File: src/rtl/pdm_tx_if.sv
`default_nettype none
// +-----------------------------------------------------------------------+
// | pdm_tx_if : register-slice handshake between address decode and the   |
// |             PDM transmitter channel.                                  |
// | Revision  : 1.0                                                       |
// +-----------------------------------------------------------------------+
interface pdm_tx_if #(
   parameter int BUS_WIDTH = 16
);
   logic                 wb_valid_i;
   logic [3:0]           wbs_adr_i;
   logic [BUS_WIDTH-1:0] wbs_dat_i;
   logic                 wbs_strb_i;
   logic                 wbs_ack_o;
   logic [BUS_WIDTH-1:0] wbs_dat_o;

   modport master (
      output wb_valid_i, wbs_adr_i, wbs_dat_i, wbs_strb_i,
      input  wbs_ack_o, wbs_dat_o
   );

   modport slave (
      input  wb_valid_i, wbs_adr_i, wbs_dat_i, wbs_strb_i,
      output wbs_ack_o, wbs_dat_o
   );
endinterface
`default_nettype wire

File: src/rtl/pdm_tx.sv
`default_nettype none
// +-----------------------------------------------------------------------+
// | pdm_tx : PCM sample FIFO feeding a first-order sigma-delta modulator.  |
// |          Optional dither LFSR enabled by defining PDM_TX_DITHER_EN.   |
// | Revision : 1.0                                                        |
// +-----------------------------------------------------------------------+
module pdm_tx #(
   parameter int BUS_WIDTH  = 16,
   parameter int FIFO_DEPTH = 4
) (
   input  wire      wb_clk_i,
   input  wire      wb_rst_i,
   pdm_tx_if.slave  bus,
   input  wire      ce_pdm,
   input  wire      ce_pcm,
   output logic     pdm_data_o,
   output logic     underrun_o
);
   localparam int AW    = $clog2(FIFO_DEPTH);
   localparam int LVL_W = AW + 1;
   localparam int ACC_W = BUS_WIDTH + 2;
   localparam logic signed [ACC_W-1:0] C_FB_POS = {3'b000, {(BUS_WIDTH-1){1'b1}}};
   localparam logic signed [ACC_W-1:0] C_FB_NEG = {3'b111, {(BUS_WIDTH-1){1'b0}}};

   logic                    ack_q;
   logic [BUS_WIDTH-1:0]    rdat_q;
   logic                    en_q;
   logic [LVL_W-1:0]        cnt_q;
   logic [AW-1:0]           wr_ptr_q;
   logic [AW-1:0]           rd_ptr_q;
   logic [BUS_WIDTH-1:0]    last_q;
   logic [BUS_WIDTH-1:0]    sample_q;
   logic [BUS_WIDTH-1:0]    sample_d;
   logic signed [ACC_W-1:0] acc_q;
   logic signed [ACC_W-1:0] acc_d;
   logic                    y_q;
   logic                    udr_q;
   logic                    ovf_q;
   logic [BUS_WIDTH-1:0]    mem [FIFO_DEPTH];

   logic                    w_access, w_wr, w_wr_ctrl, w_push_req, w_wr_status;
   logic                    w_flush, w_full, w_empty, w_pcm, w_pop, w_push;
   logic                    w_ovf_set, w_udr_set, w_clr_udr, w_clr_ovf;
   logic                    w_dither;
   logic signed [ACC_W-1:0] w_x;
   logic [BUS_WIDTH-1:0]    w_status;
   logic [BUS_WIDTH-1:0]    w_rdata;

   // Side effects only in the cycle the acknowledge is generated.
   assign w_access    = bus.wb_valid_i & ~ack_q;
   assign w_wr        = w_access & bus.wbs_strb_i;
   assign w_wr_ctrl   = w_wr & (bus.wbs_adr_i == 4'd0);
   assign w_push_req  = w_wr & (bus.wbs_adr_i == 4'd1);
   assign w_wr_status = w_wr & (bus.wbs_adr_i == 4'd2);
   assign w_flush     = w_wr_ctrl & bus.wbs_dat_i[1];
   assign w_clr_udr   = w_wr_status & bus.wbs_dat_i[2];
   assign w_clr_ovf   = w_wr_status & bus.wbs_dat_i[3];

   assign w_full    = (cnt_q == LVL_W'(FIFO_DEPTH));
   assign w_empty   = (cnt_q == '0);
   assign w_pcm     = en_q & ce_pcm;
   assign w_pop     = w_pcm & ~w_empty;
   assign w_udr_set = w_pcm & w_empty;
   // A pop frees the head slot in the same cycle, so a full FIFO still takes the push.
   assign w_push    = w_push_req & (~w_full | w_pop);
   assign w_ovf_set = w_push_req & w_full & ~w_pop;

`ifdef PDM_TX_DITHER_EN
   logic [15:0] lfsr_q;

   always_ff @(posedge wb_clk_i or posedge wb_rst_i) begin
      if (wb_rst_i) begin
         lfsr_q <= 16'hACE1;
      end else if (en_q && ce_pdm) begin
         lfsr_q <= {1'b0, lfsr_q[15:1]} ^ (lfsr_q[0] ? 16'hB400 : 16'h0000);
      end
   end

   assign w_dither = lfsr_q[0];
`else
   assign w_dither = 1'b0;
`endif

   always_comb begin
      sample_d = sample_q;
      if (w_pop) begin
         sample_d = mem[rd_ptr_q];
      end else if (w_udr_set) begin
         sample_d = '0;
      end
   end

   assign w_x   = {{2{sample_d[BUS_WIDTH-1]}}, sample_d} + {{(ACC_W-1){1'b0}}, w_dither};
   assign acc_d = acc_q + w_x - (y_q ? C_FB_POS : C_FB_NEG);

   always_comb begin
      w_status          = '0;
      w_status[0]       = w_full;
      w_status[1]       = w_empty;
      w_status[2]       = udr_q;
      w_status[3]       = ovf_q;
      w_status[4 +: LVL_W] = cnt_q;
   end

   always_comb begin
      w_rdata = '0;
      case (bus.wbs_adr_i)
         4'd0:    w_rdata[0] = en_q;
         4'd1:    w_rdata    = last_q;
         4'd2:    w_rdata    = w_status;
         default: w_rdata    = '0;
      endcase
   end

   always_ff @(posedge wb_clk_i) begin
      if (w_push && !w_flush) begin
         mem[wr_ptr_q] <= bus.wbs_dat_i;
      end
   end

   always_ff @(posedge wb_clk_i or posedge wb_rst_i) begin
      if (wb_rst_i) begin
         ack_q    <= 1'b0;
         rdat_q   <= '0;
         en_q     <= 1'b0;
         cnt_q    <= '0;
         wr_ptr_q <= '0;
         rd_ptr_q <= '0;
         last_q   <= '0;
         sample_q <= '0;
         acc_q    <= '0;
         y_q      <= 1'b0;
         udr_q    <= 1'b0;
         ovf_q    <= 1'b0;
      end else begin
         ack_q  <= bus.wb_valid_i & ~ack_q;
         rdat_q <= w_access ? w_rdata : '0;
         if (w_wr_ctrl) begin
            en_q <= bus.wbs_dat_i[0];
         end
         if (w_push) begin
            last_q <= bus.wbs_dat_i;
         end
         if (w_flush) begin
            wr_ptr_q <= '0;
            rd_ptr_q <= '0;
            cnt_q    <= '0;
         end else begin
            if (w_push) wr_ptr_q <= wr_ptr_q + 1'b1;
            if (w_pop)  rd_ptr_q <= rd_ptr_q + 1'b1;
            if (w_push && !w_pop) begin
               cnt_q <= cnt_q + 1'b1;
            end else if (w_pop && !w_push) begin
               cnt_q <= cnt_q - 1'b1;
            end
         end
         udr_q <= w_udr_set | (udr_q & ~w_clr_udr);
         ovf_q <= w_ovf_set | (ovf_q & ~w_clr_ovf);
         if (!en_q) begin
            sample_q <= '0;
            acc_q    <= '0;
            y_q      <= 1'b0;
         end else begin
            sample_q <= sample_d;
            if (ce_pdm) begin
               acc_q <= acc_d;
               y_q   <= ~acc_d[ACC_W-1];
            end
         end
      end
   end

   assign bus.wbs_ack_o = ack_q;
   assign bus.wbs_dat_o = rdat_q;
   assign pdm_data_o    = y_q;
   assign underrun_o    = udr_q;
endmodule
`default_nettype wire

File: src/flat_wrapper.sv
// flat-port wrapper written by rule: the top's interface ports become plain ports
module pdm_tx_flat 
#(
   parameter int BUS_WIDTH  = 16,
   parameter int FIFO_DEPTH = 4
)
  (wb_clk_i, wb_rst_i, ce_pdm, ce_pcm, pdm_data_o, underrun_o, bus_wb_valid_i, bus_wbs_adr_i, bus_wbs_dat_i, bus_wbs_strb_i, bus_wbs_ack_o, bus_wbs_dat_o);
  pdm_tx_if #(.BUS_WIDTH(BUS_WIDTH)) bus_i ();
  input  wire wb_clk_i;
  input  wire wb_rst_i;
  input  wire ce_pdm;
  input  wire ce_pcm;
  output logic pdm_data_o;
  output logic underrun_o;
  input wire logic [$bits(bus_i.wb_valid_i)-1:0] bus_wb_valid_i;
  input wire logic [$bits(bus_i.wbs_adr_i)-1:0] bus_wbs_adr_i;
  input wire logic [$bits(bus_i.wbs_dat_i)-1:0] bus_wbs_dat_i;
  input wire logic [$bits(bus_i.wbs_strb_i)-1:0] bus_wbs_strb_i;
  output wire logic [$bits(bus_i.wbs_ack_o)-1:0] bus_wbs_ack_o;
  output wire logic [$bits(bus_i.wbs_dat_o)-1:0] bus_wbs_dat_o;
  assign bus_i.wb_valid_i = bus_wb_valid_i;
  assign bus_i.wbs_adr_i = bus_wbs_adr_i;
  assign bus_i.wbs_dat_i = bus_wbs_dat_i;
  assign bus_i.wbs_strb_i = bus_wbs_strb_i;
  assign bus_wbs_ack_o = bus_i.wbs_ack_o;
  assign bus_wbs_dat_o = bus_i.wbs_dat_o;
  pdm_tx #(.BUS_WIDTH(BUS_WIDTH), .FIFO_DEPTH(FIFO_DEPTH)) u_core (.wb_clk_i(wb_clk_i), .wb_rst_i(wb_rst_i), .bus(bus_i), .ce_pdm(ce_pdm), .ce_pcm(ce_pcm), .pdm_data_o(pdm_data_o), .underrun_o(underrun_o));
endmodule
File: config.mk
export PLATFORM = sky130hd
export DESIGN_NAME = pdm_tx_flat
export DESIGN_NICKNAME = d
export VERILOG_FILES = /design/src/rtl/pdm_tx_if.sv /design/src/rtl/pdm_tx.sv /design/src/flat_wrapper.sv
export SDC_FILE = /design/constraint.sdc
export NUM_CORES = 1
export LEC_CHECK = 0
export ABC_AREA = 1
export CAP_MARGIN = 10
export CELL_PAD_IN_SITES_DETAIL_PLACEMENT = 0
export CELL_PAD_IN_SITES_GLOBAL_PLACEMENT = 1
export CORE_ASPECT_RATIO = 2
export CORE_MARGIN = 5
export CORE_UTILIZATION = 40
export DETAILED_ROUTE_END_ITERATION = 10
export PLACE_DENSITY_LB_ADDON = 0.1
export SLEW_MARGIN = 40
export SYNTH_ARGS = -nofsm -noshare
export SYNTH_HDL_FRONTEND = slang
export SYNTH_SLANG_ARGS = --single-unit
File: constraint.sdc
create_clock -name wb_clk_i -period 3.6 [get_ports wb_clk_i]
set_input_delay 0.54 -clock wb_clk_i [delete_from_list [all_inputs] [get_ports wb_clk_i]]
set_output_delay 0.54 -clock wb_clk_i [all_outputs]
set_load 0.01 [all_outputs]
; ---- Word level (Yosys, flattened, before mapping)
; Memory sizes are Yosys's and may differ from the RTL's.
; Cells that the tools add are included.
[op_classes]
n_addsub = 6
mul = 0
div = 0
order_cmp = 0
eq_ne = 4
shifts = 0
mux = 20
n_bitwise = 26
reduce_logical = 11
[op_table]
columns = op, count
row1 = $mux W16, 4
row2 = $mux W18, 3
row3 = $pmux W15 S2, 1
row4 = $add A18 B16 Y18, 1
row5 = $sub A18 B18 Y18, 1
row6 = $and A1 B1 Y1, 16
row7 = $mux W3, 3
row8 = $mux W2, 4
row9 = $not A1 Y1, 7
row10 = $add A2 B1 Y2 const B, 2
row11 = $eq A4 B1 Y1 const B, 1
row12 = $eq A4 B2 Y1 const B, 1
row13 = $logic_not A4 Y1, 1
row14 = $mux W1, 4
row15 = $reduce_bool A2 Y1, 2
row16 = $add A3 B1 Y3 const B, 1
row17 = $eq A3 B3 Y1 const B, 1
row18 = $logic_and A1 B1 Y1, 3
row19 = $logic_not A1 Y1, 3
row20 = $logic_not A3 Y1, 1
row21 = $or A1 B1 Y1, 3
row22 = $pmux W1 S3, 1
row23 = $reduce_bool A3 Y1, 1
row24 = $sub A3 B1 Y3 const B, 1
row25 = $ne A2 B2 Y1 const B, 1
[word_totals]
register_bits = 78
latchBits = 0
mem_bits_rw = 64
mem_bits_ro = 0
in_bits = 26
output_inout_bits = 19
word_cells = 80
mem_count = 1
[memory_table]
columns = memory, words, width, read_ports, rd_ports_with_merged_regs, wr, line_no
row1 = u_core.mem, 4, 16, 1, 0, 1, pdm_tx.sv:39  ; logic [BUS_WIDTH-1:0] mem [FIFO_DEPTH];

; ---- Logic depth before layout (Yosys ltp)
[depth]
depth_word = 10
depth_mapped = 21
mapped_depth_nobuf = 19

; ---- Worst setup path before layout
; No wires, ideal clock.
[synth_timing]
kind = input to register
start = in ce_pcm
end = reg u_core.y_q (netlist: u_core.pdm_data_o)
setup_time_ps = 121
arrival_ps = 2906
t_required_ps = 3479
setup_slack_ps = 573
cell_stages = 17
n_path_buf = 1
path_cell_list = nand2_2 > a21oi_4 > buf_2 > a32oi_1 > fa_1 > inv_1 > ha_1 > nand2_1 > inv_1 > a21oi_1 > nand2_1 > nand2_1 > nand2_1 > nor2_1 > nand2_1 > nand3_1 > nand2_1
[synth_via]
elab_chain_cells = 9
elab_cells_between_ends = 10
cone_classes = 2 x add/sub / 4 x mux / 4 x bitwise
[synth_rtl]
columns = element, line_no
row1 = "start, declared", flat_wrapper.sv:12  ; input wire ce_pcm;
row2 = $and A1 B1 Y1 *, pdm_tx.sv:61  ; assign w_pcm = en_q & ce_pcm;
row3 = $and A1 B1 Y1, pdm_tx.sv:63  ; assign w_udr_set = w_pcm & w_empty;
row4 = $mux W16, pdm_tx.sv:88  ; end else if (w_udr_set) begin
row5 = $mux W16 *, pdm_tx.sv:86  ; if (w_pop) begin
row6 = $add A18 B16 Y18 *, pdm_tx.sv:94  ; assign acc_d = acc_q + w_x - (y_q ? C_FB_POS : C_FB_NEG);
row7 = $sub A18 B18 Y18 *, pdm_tx.sv:94
row8 = $not A1 Y1 *, pdm_tx.sv:167  ; y_q <= ~acc_d[ACC_W-1];
row9 = $mux W1 *, pdm_tx.sv:165  ; if (ce_pdm) begin
row10 = $mux W1 *, pdm_tx.sv:159  ; if (!en_q) begin
row11 = "end signal, assigned", pdm_tx.sv:167
row12 = "end, declared", pdm_tx.sv:36  ; logic y_q;
; Mark *: on every way between the ends. The rest lies on a longest branch, timed or not. The select of a mux whose other input is x is not followed.
; A chain may end at the register's enable or synchronous reset.

; ---- Worst setup path after layout
[layout_timing]
start = in ce_pcm
end = reg u_core.acc_q[14]
[layout_via]
elab_chain_cells = 8
elab_cells_between_ends = 9
cone_classes = 2 x add/sub / 4 x mux / 3 x bitwise
[layout_rtl]
columns = element, line_no
row1 = $and A1 B1 Y1 *, pdm_tx.sv:61
row2 = $and A1 B1 Y1, pdm_tx.sv:63
row3 = $mux W16, pdm_tx.sv:88
row4 = $mux W16 *, pdm_tx.sv:86
row5 = $add A18 B16 Y18 *, pdm_tx.sv:94
row6 = $sub A18 B18 Y18 *, pdm_tx.sv:94
row7 = $mux W18 *, pdm_tx.sv:165
row8 = $mux W18 *, pdm_tx.sv:159
row9 = "end signal, assigned", pdm_tx.sv:131  ; acc_q <= '0;
row10 = "end signal, assigned", pdm_tx.sv:161  ; acc_q <= '0;
row11 = "end signal, assigned", pdm_tx.sv:166  ; acc_q <= acc_d;
row12 = "end, declared", pdm_tx.sv:34  ; logic signed [ACC_W-1:0] acc_q;
; Marks and branches as above.

==> results.toml <==
[status]
outcome = "completed"

[sta]
finalHoldViolCount = 0
setup_viol = 0
fmax_mhz = 302.5
final_max_slew_viol_count = 0
slew_headroom_pct = 55.85
holdWs_ps = 470.6
rsz0062_at_grt = "no"
final_min_period_over_clock_period_pct = 91.84
clock_skew_ps = 11.22
finalSetupTns_ps = 0
period_needed_ps = 3306
tightest_slew_ps = 658.2

[critical_path]
crit_start = "ce_pcm"
arrival_ps = 3600
cp-end-kind = "flop"
reg2reg_depth = 18
crit_end = "u_core.acc_q[14]"
worstPathRequired_ps = 3890
crit_fanout = 17
rrSetupSlack_ps = 380
r2r_end = "u_core.acc_q[14]"
path_class = "primary input to flop"
r2r-start = "u_core.rd_ptr_q[0]"
crit_path_start_kind = "primary input"

[yosys]
synth_area_per_cell_um2 = 9.405
yosysSeqAreaShare_pct = 55.14
synth-edff-count = 64
synth_seq_cells = 142
postSynthCellCount = 747
synthFlopType = "dfrtp_1"
synth_area_mm2 = 0.007025
yosysWarnings = 0
ys_types = 35
syn_nets = 814
async_flop_share_pct = 54.93

[finish]
syn2layout_area_growth_pct = 23.70
nets = 915
final_cell_mix = "nand2_1, inv_1, dfrtp_1"
layout-drive-gt1-share_pct = 11.38
n_antenna_cell = 0
layout_commonest_cell = "nand2_1"

[place]
gp_congestion = 0.8671
io_buffers = 44
dp_hpwl_mm = 13.44

[die]
coreArea_mm2 = 0.01727
die_h_um = 197.4
die_w_um = 103.7
io_pins = 45
start_util_pct = 40.68
dieArea_mm2 = 0.02047
num_rows = 68

[clock_network]
insertion_delay_ps = 410
cts_tree = "built"
clkTransAtPathRegs_ps = 60
cts_made_buffers = 17
cts_buffer_depth = 2
root_buffer = "clkbuf_16"
htree_levels = 4
clkSinkCount = 142

[route]
vias = 5335
via_per_inst = 4.981
routed_wl_mm = 17.71
drtAntennaViolNets = 0
drt_iter0_drc = 235
drt_first_pass_iters = 4
wl_per_cell_um = 16.54
drc = 0

[grt]
grt_start_max_net_pins = 79
grt_pass1_wl_mm = 29.30
globalRouteOverflowTotal = 0
antenna_found_initial = 0
grt_pass1_vias = 5716
track_usage_pct = 18.12

[flow_run]
cap_viol_max_count = 0

[hold_path]
hp-class = "flop to flop"
hp-start = "u_core.last_q[12]"
[logic make-up (layout without fill, tap and decap cells)]
kind of cell	after synthesis	in the layout	synth area share, %
AOI/OAI and AO/OA	75	75	6.697
xor gates and xnor gates	9	9	1.122
adders and majority gates	41	41	9.225
buffers and inverters	117	231	6.518
DFF	142	142	55.14
and+or+nand+nor	363	363	21.30
[cell usage after synthesis, types with 12 or more instances]
master	n	area share, %
ha_1	23	4.1
a21oi_1	23	1.6
nor2_1	63	3.4
fa_1	18	5.1
o21ai_0	14	1.0
clkbuf_1	12	0.64
a32oi_1	14	1.7
nand3_1	55	3.9
edfxtp_1	64	27
inv_1	91	4.9
nand2_1	226	12
dfrtp_1	78	28
[worst max-delay path, cell delays in order]
cell and delay, ps:
clkdlybuf4s50_1 500, nand2_2 90, buf_4 230, a32oi_1 300, fa_1 520, fa_1 460
o21ai_0 180, buf_4 150, nand2_1 50, nand2_1 160, nand3_1 150, nand2_1 90
nand2_1 50, nand3_1 70, nand2_1 60
[registers in the layout, summed over array words and instances, names as in the netlist]
name	count
u_core.rd_ptr_q	2
u_core.underrun_o	1
u_core.en_q	1
u_core.cnt_q	3
u_core.bus.wbs_ack_o	1
u_core.ovf_q	1
u_core.mem	64
u_core.sample_q	16
u_core.wr_ptr_q	2
u_core.acc_q	18
u_core.bus.wbs_dat_o	16
u_core.last_q	16
u_core.pdm_data_o	1
[per-stage QoR]
stage               instances  utilization [%]  setup slack (ps)  instance area, um2
floorplan                 747                -             573.2                7025
global placement         1036            46.70            -125.0                8066
detailed placement       1036            46.70            -133.1                8066
CTS                      1068            50.17             108.4                8665
global route             1071            50.32             62.02                8691
finish                   1071            50.32             293.9                8691
[metal layers]
| metal | vias to the layer above | track usage, % | share of wire [%] |
|---|---|---|---|
| li1 | 2625 | - | - |
| met1 | 2592 | 18.89 | 37 |
| met2 | 94 | 35.63 | 58 |
| met3 | 24 | 2.911 | 2.2 |
| met4 | 0 | 6.820 | 2.2 |
| met5 | - | 0 | 0 |
[worst min path at each step]
stage	to	slack [ps]	cells after the start
2_1_floorplan	u_core.last_q[0]	440	2
3_3_place_gp	u_core.last_q[5]	460	2
3_5_place_dp	u_core.last_q[12]	460	2
4_1_cts	u_core.last_q[12]	470	2
5_1_grt	u_core.last_q[12]	500	2
6_report	u_core.last_q[12]	470	2
[what timing repair did]
item,4_1_cts,5_1_grt
setup endpoints to repair,0,6
endpoints found under the hold margin,0,0
buffers inserted,0,3
gates resized for setup,0,1
hold buffers,0,0
[layout make-up]
cell class,count,area [um2]
clock buffer,24,493.0
clock inverter,8,105.1
fill,1624,8581
inverter,99,376.6
multi-input combinational,488,2694
sequential,142,3874
tap,210,262.8
timing repair buffer,100,885.9
Power is not shown: default switching activity piles up to over one toggle a cycle in this logic, so the estimate is an artifact.
==> edit: new RTL, config.mk and constraints unchanged <==
`FIFO_DEPTH` is set to 4 in 2 places; all go to 8.
--- a/src/rtl/pdm_tx.sv
+++ b/src/rtl/pdm_tx.sv
@@ -6,7 +6,7 @@
 // +-----------------------------------------------------------------------+
 module pdm_tx #(
    parameter int BUS_WIDTH  = 16,
-   parameter int FIFO_DEPTH = 4
+   parameter int FIFO_DEPTH = 8
 ) (
    input  wire      wb_clk_i,
    input  wire      wb_rst_i,
--- a/src/flat_wrapper.sv
+++ b/src/flat_wrapper.sv
@@ -2,7 +2,7 @@
 module pdm_tx_flat 
 #(
    parameter int BUS_WIDTH  = 16,
-   parameter int FIFO_DEPTH = 4
+   parameter int FIFO_DEPTH = 8
 )
   (wb_clk_i, wb_rst_i, ce_pdm, ce_pcm, pdm_data_o, underrun_o, bus_wb_valid_i, bus_wbs_adr_i, bus_wbs_dat_i, bus_wbs_strb_i, bus_wbs_ack_o, bus_wbs_dat_o);
   pdm_tx_if #(.BUS_WIDTH(BUS_WIDTH)) bus_i ();
Behaviour: not the same (Yosys sat finds a counterexample within 10 cycles, from zero or initial values and one cycle with wb_rst_i high).
==> edit against the unedited design <==
Design area increased by 43%; sequential cell count increased by 67; worst setup slack got worse by 0.18 ns; routed wire length increased by 61%; first-iteration DRC count increased by 43%; clock skew about the same; area after synthesis increased by 40%; largest cell class unchanged.
Power is left out: the tool's default activity adds up to more than one toggle a clock period on the data nets, which glitch-free logic cannot reach.
==> edit: results <==
set metrics [dict create \
    outcome "finished, final reports clean" \
    async_flop_share 0.3876 \
    dp_slack_ns -0.4251 \
    cts.htree.levels 1 \
    first_global_vias 7543 \
    top_cells_by_area_synth "edfxtp_1 (39%), dfrtp_1 (21%), nand2_1 (6.5%)" \
    synth.yosys.warnings 0 \
    layout-drive-gt1-share 0.2286 \
    groute.usage.overall 0.2070 \
    critPathMaxFanout 12 \
    finalHoldViolCount 0 \
    finalClockSkew_ns 0.01131 \
    wire_length_of_the_first_global_routing_pass_um 43240 \
    fmaxAchievable_ghz 0.2867 \
    port_buffer_cells 44 \
    cpMaxStageDelayCell "dfrtp_2" \
    timing.critical_path.to "u_core.acc_q[11]" \
    setup.reg_to_reg.worst_slack_ns 0.11 \
    relSlewSlack 0.5165 \
    ys.flop_type "edfxtp_1" \
    timing.critical_path.arrival_ns 3.86 \
    hp-class "in2async" \
    max_stage_delay_ns 0.50 \
    clk_latency_ns 0.51 \
    synth_cell_type_count 42 \
    filler_instances 2276 \
    worst_setup_hold_path_clk_slew_ns 0.07 \
    finalWeightedCongestion 0.8243 \
    reg2reg_depth 19 \
    antennaDiodeCount 0 \
    cts-root-to-sink-buffers 3 \
    synth_edf_count 128 \
    largest_registers "u_core.mem: 128 flops, u_core.acc_q: 18 flops" \
    crit_family "buffers and inverters" \
    setup.worst_path.start "u_core.rd_ptr_q[0]" \
    grt_antenna_before_repair 0 \
    finalNetCount 1151 \
    synth_sequential_area_ratio 0.5986 \
    detailedRoute.firstPassIterationCount 6 \
    route.detailed.wl_per_inst_um 20.51 \
    dr.first_iter.drc_count 335 \
    cts.root.buffer_cell "clkbuf_16" \
    post-dp-hpwl_um 21420 \
    largest_net_degree_at_the_start_of_global_routing 43 \
    number_of_buffers_created_by_cts 20 \
    vias 7210 \
    postSynthNetCount 1011 \
    post_synth_most_frequent_cells "nand2_1 (171), edfxtp_1 (128), nor2_1 (110)" \
]
edit: cell count changes in the layout (fill, tap and decap cells not counted), sizes merged, moves of 10 or more:
cell / delta
o21ai: +68
edfxtp: +64
buf: +49
nor2: +49
nand2: -48
o221ai: +19
nand3: -16
a32oi: -14
inv: +14
o22ai: +12
a21oi: +10
o211ai: +10
edit: final cells by class:
type                    count  area [sq um]  share of cell area
flip-flops and latches    209          5872              0.4724
clock inverters            12         123.9            0.009965
clock buffers              24         546.8             0.04399
well taps                 290         362.8             0.02919
repair buffers            150          1398              0.1124
multi-input cells         588          3690              0.2968
inverters                 115         437.9             0.03523
edit: kinds of logic after synthesis:
family	after synthesis	synth area share
xor gates and xnor gates	8	0.007145
DFF	209	0.5986
adders and majority gates	41	0.06609
buffers and inverters	147	0.06519
AOI/OAI and AO/OA	182	0.1091
and+or+nand+nor	357	0.1539
edit: stage by stage:
stage / util / instance area (sq um) / hold WS (ns) / std cells / setup TNS [ns]
2_1_floorplan: - / 9807 / 0.4492 / 944 / 0
3_3_place_gp: 0.4646 / 11300 / 0.4723 / 1343 / -2.923
3_5_place_dp: 0.4646 / 11300 / 0.4746 / 1343 / -3.146
4_1_cts: 0.4952 / 12040 / 0.4745 / 1381 / 0
5_1_grt: 0.5111 / 12430 / 0.5061 / 1388 / -0.07844
6_report: 0.5111 / 12430 / 0.4537 / 1388 / 0
edit: worst min path at each step:
stage / from / end / slack [ns] / cells past startpoint
floorplan: u_core.last_q[0] / u_core.last_q[0] / 0.45 / 2
global route: u_core.last_q[15] / u_core.last_q[15] / 0.51 / 2
CTS: wb_rst_i / u_core.bus.wbs_ack_o / 0.47 / 2
finish: wb_rst_i / u_core.bus.wbs_dat_o[0] / 0.45 / 2
detailed placement: u_core.last_q[11] / u_core.last_q[11] / 0.47 / 2
global placement: u_core.last_q[15] / u_core.last_q[15] / 0.47 / 2
edit: timing repair:
action	in CTS	in global routing
hold buffers	0	0
pin swaps	1	30
buffers inserted	2	7
gates resized for setup	12	82
endpoints found under the setup margin	6	12
gates cloned	0	0
edit: routing by layer:
metal / vias up / GRT usage / part of all wire
li1: 3471 / - / -
met1: 3561 / 0.2107 / 0.34
met2: 126 / 0.4139 / 0.58
met3: 52 / 0.02051 / 0.028
met4: 0 / 0.09078 / 0.046
met5: - / 0 / 0
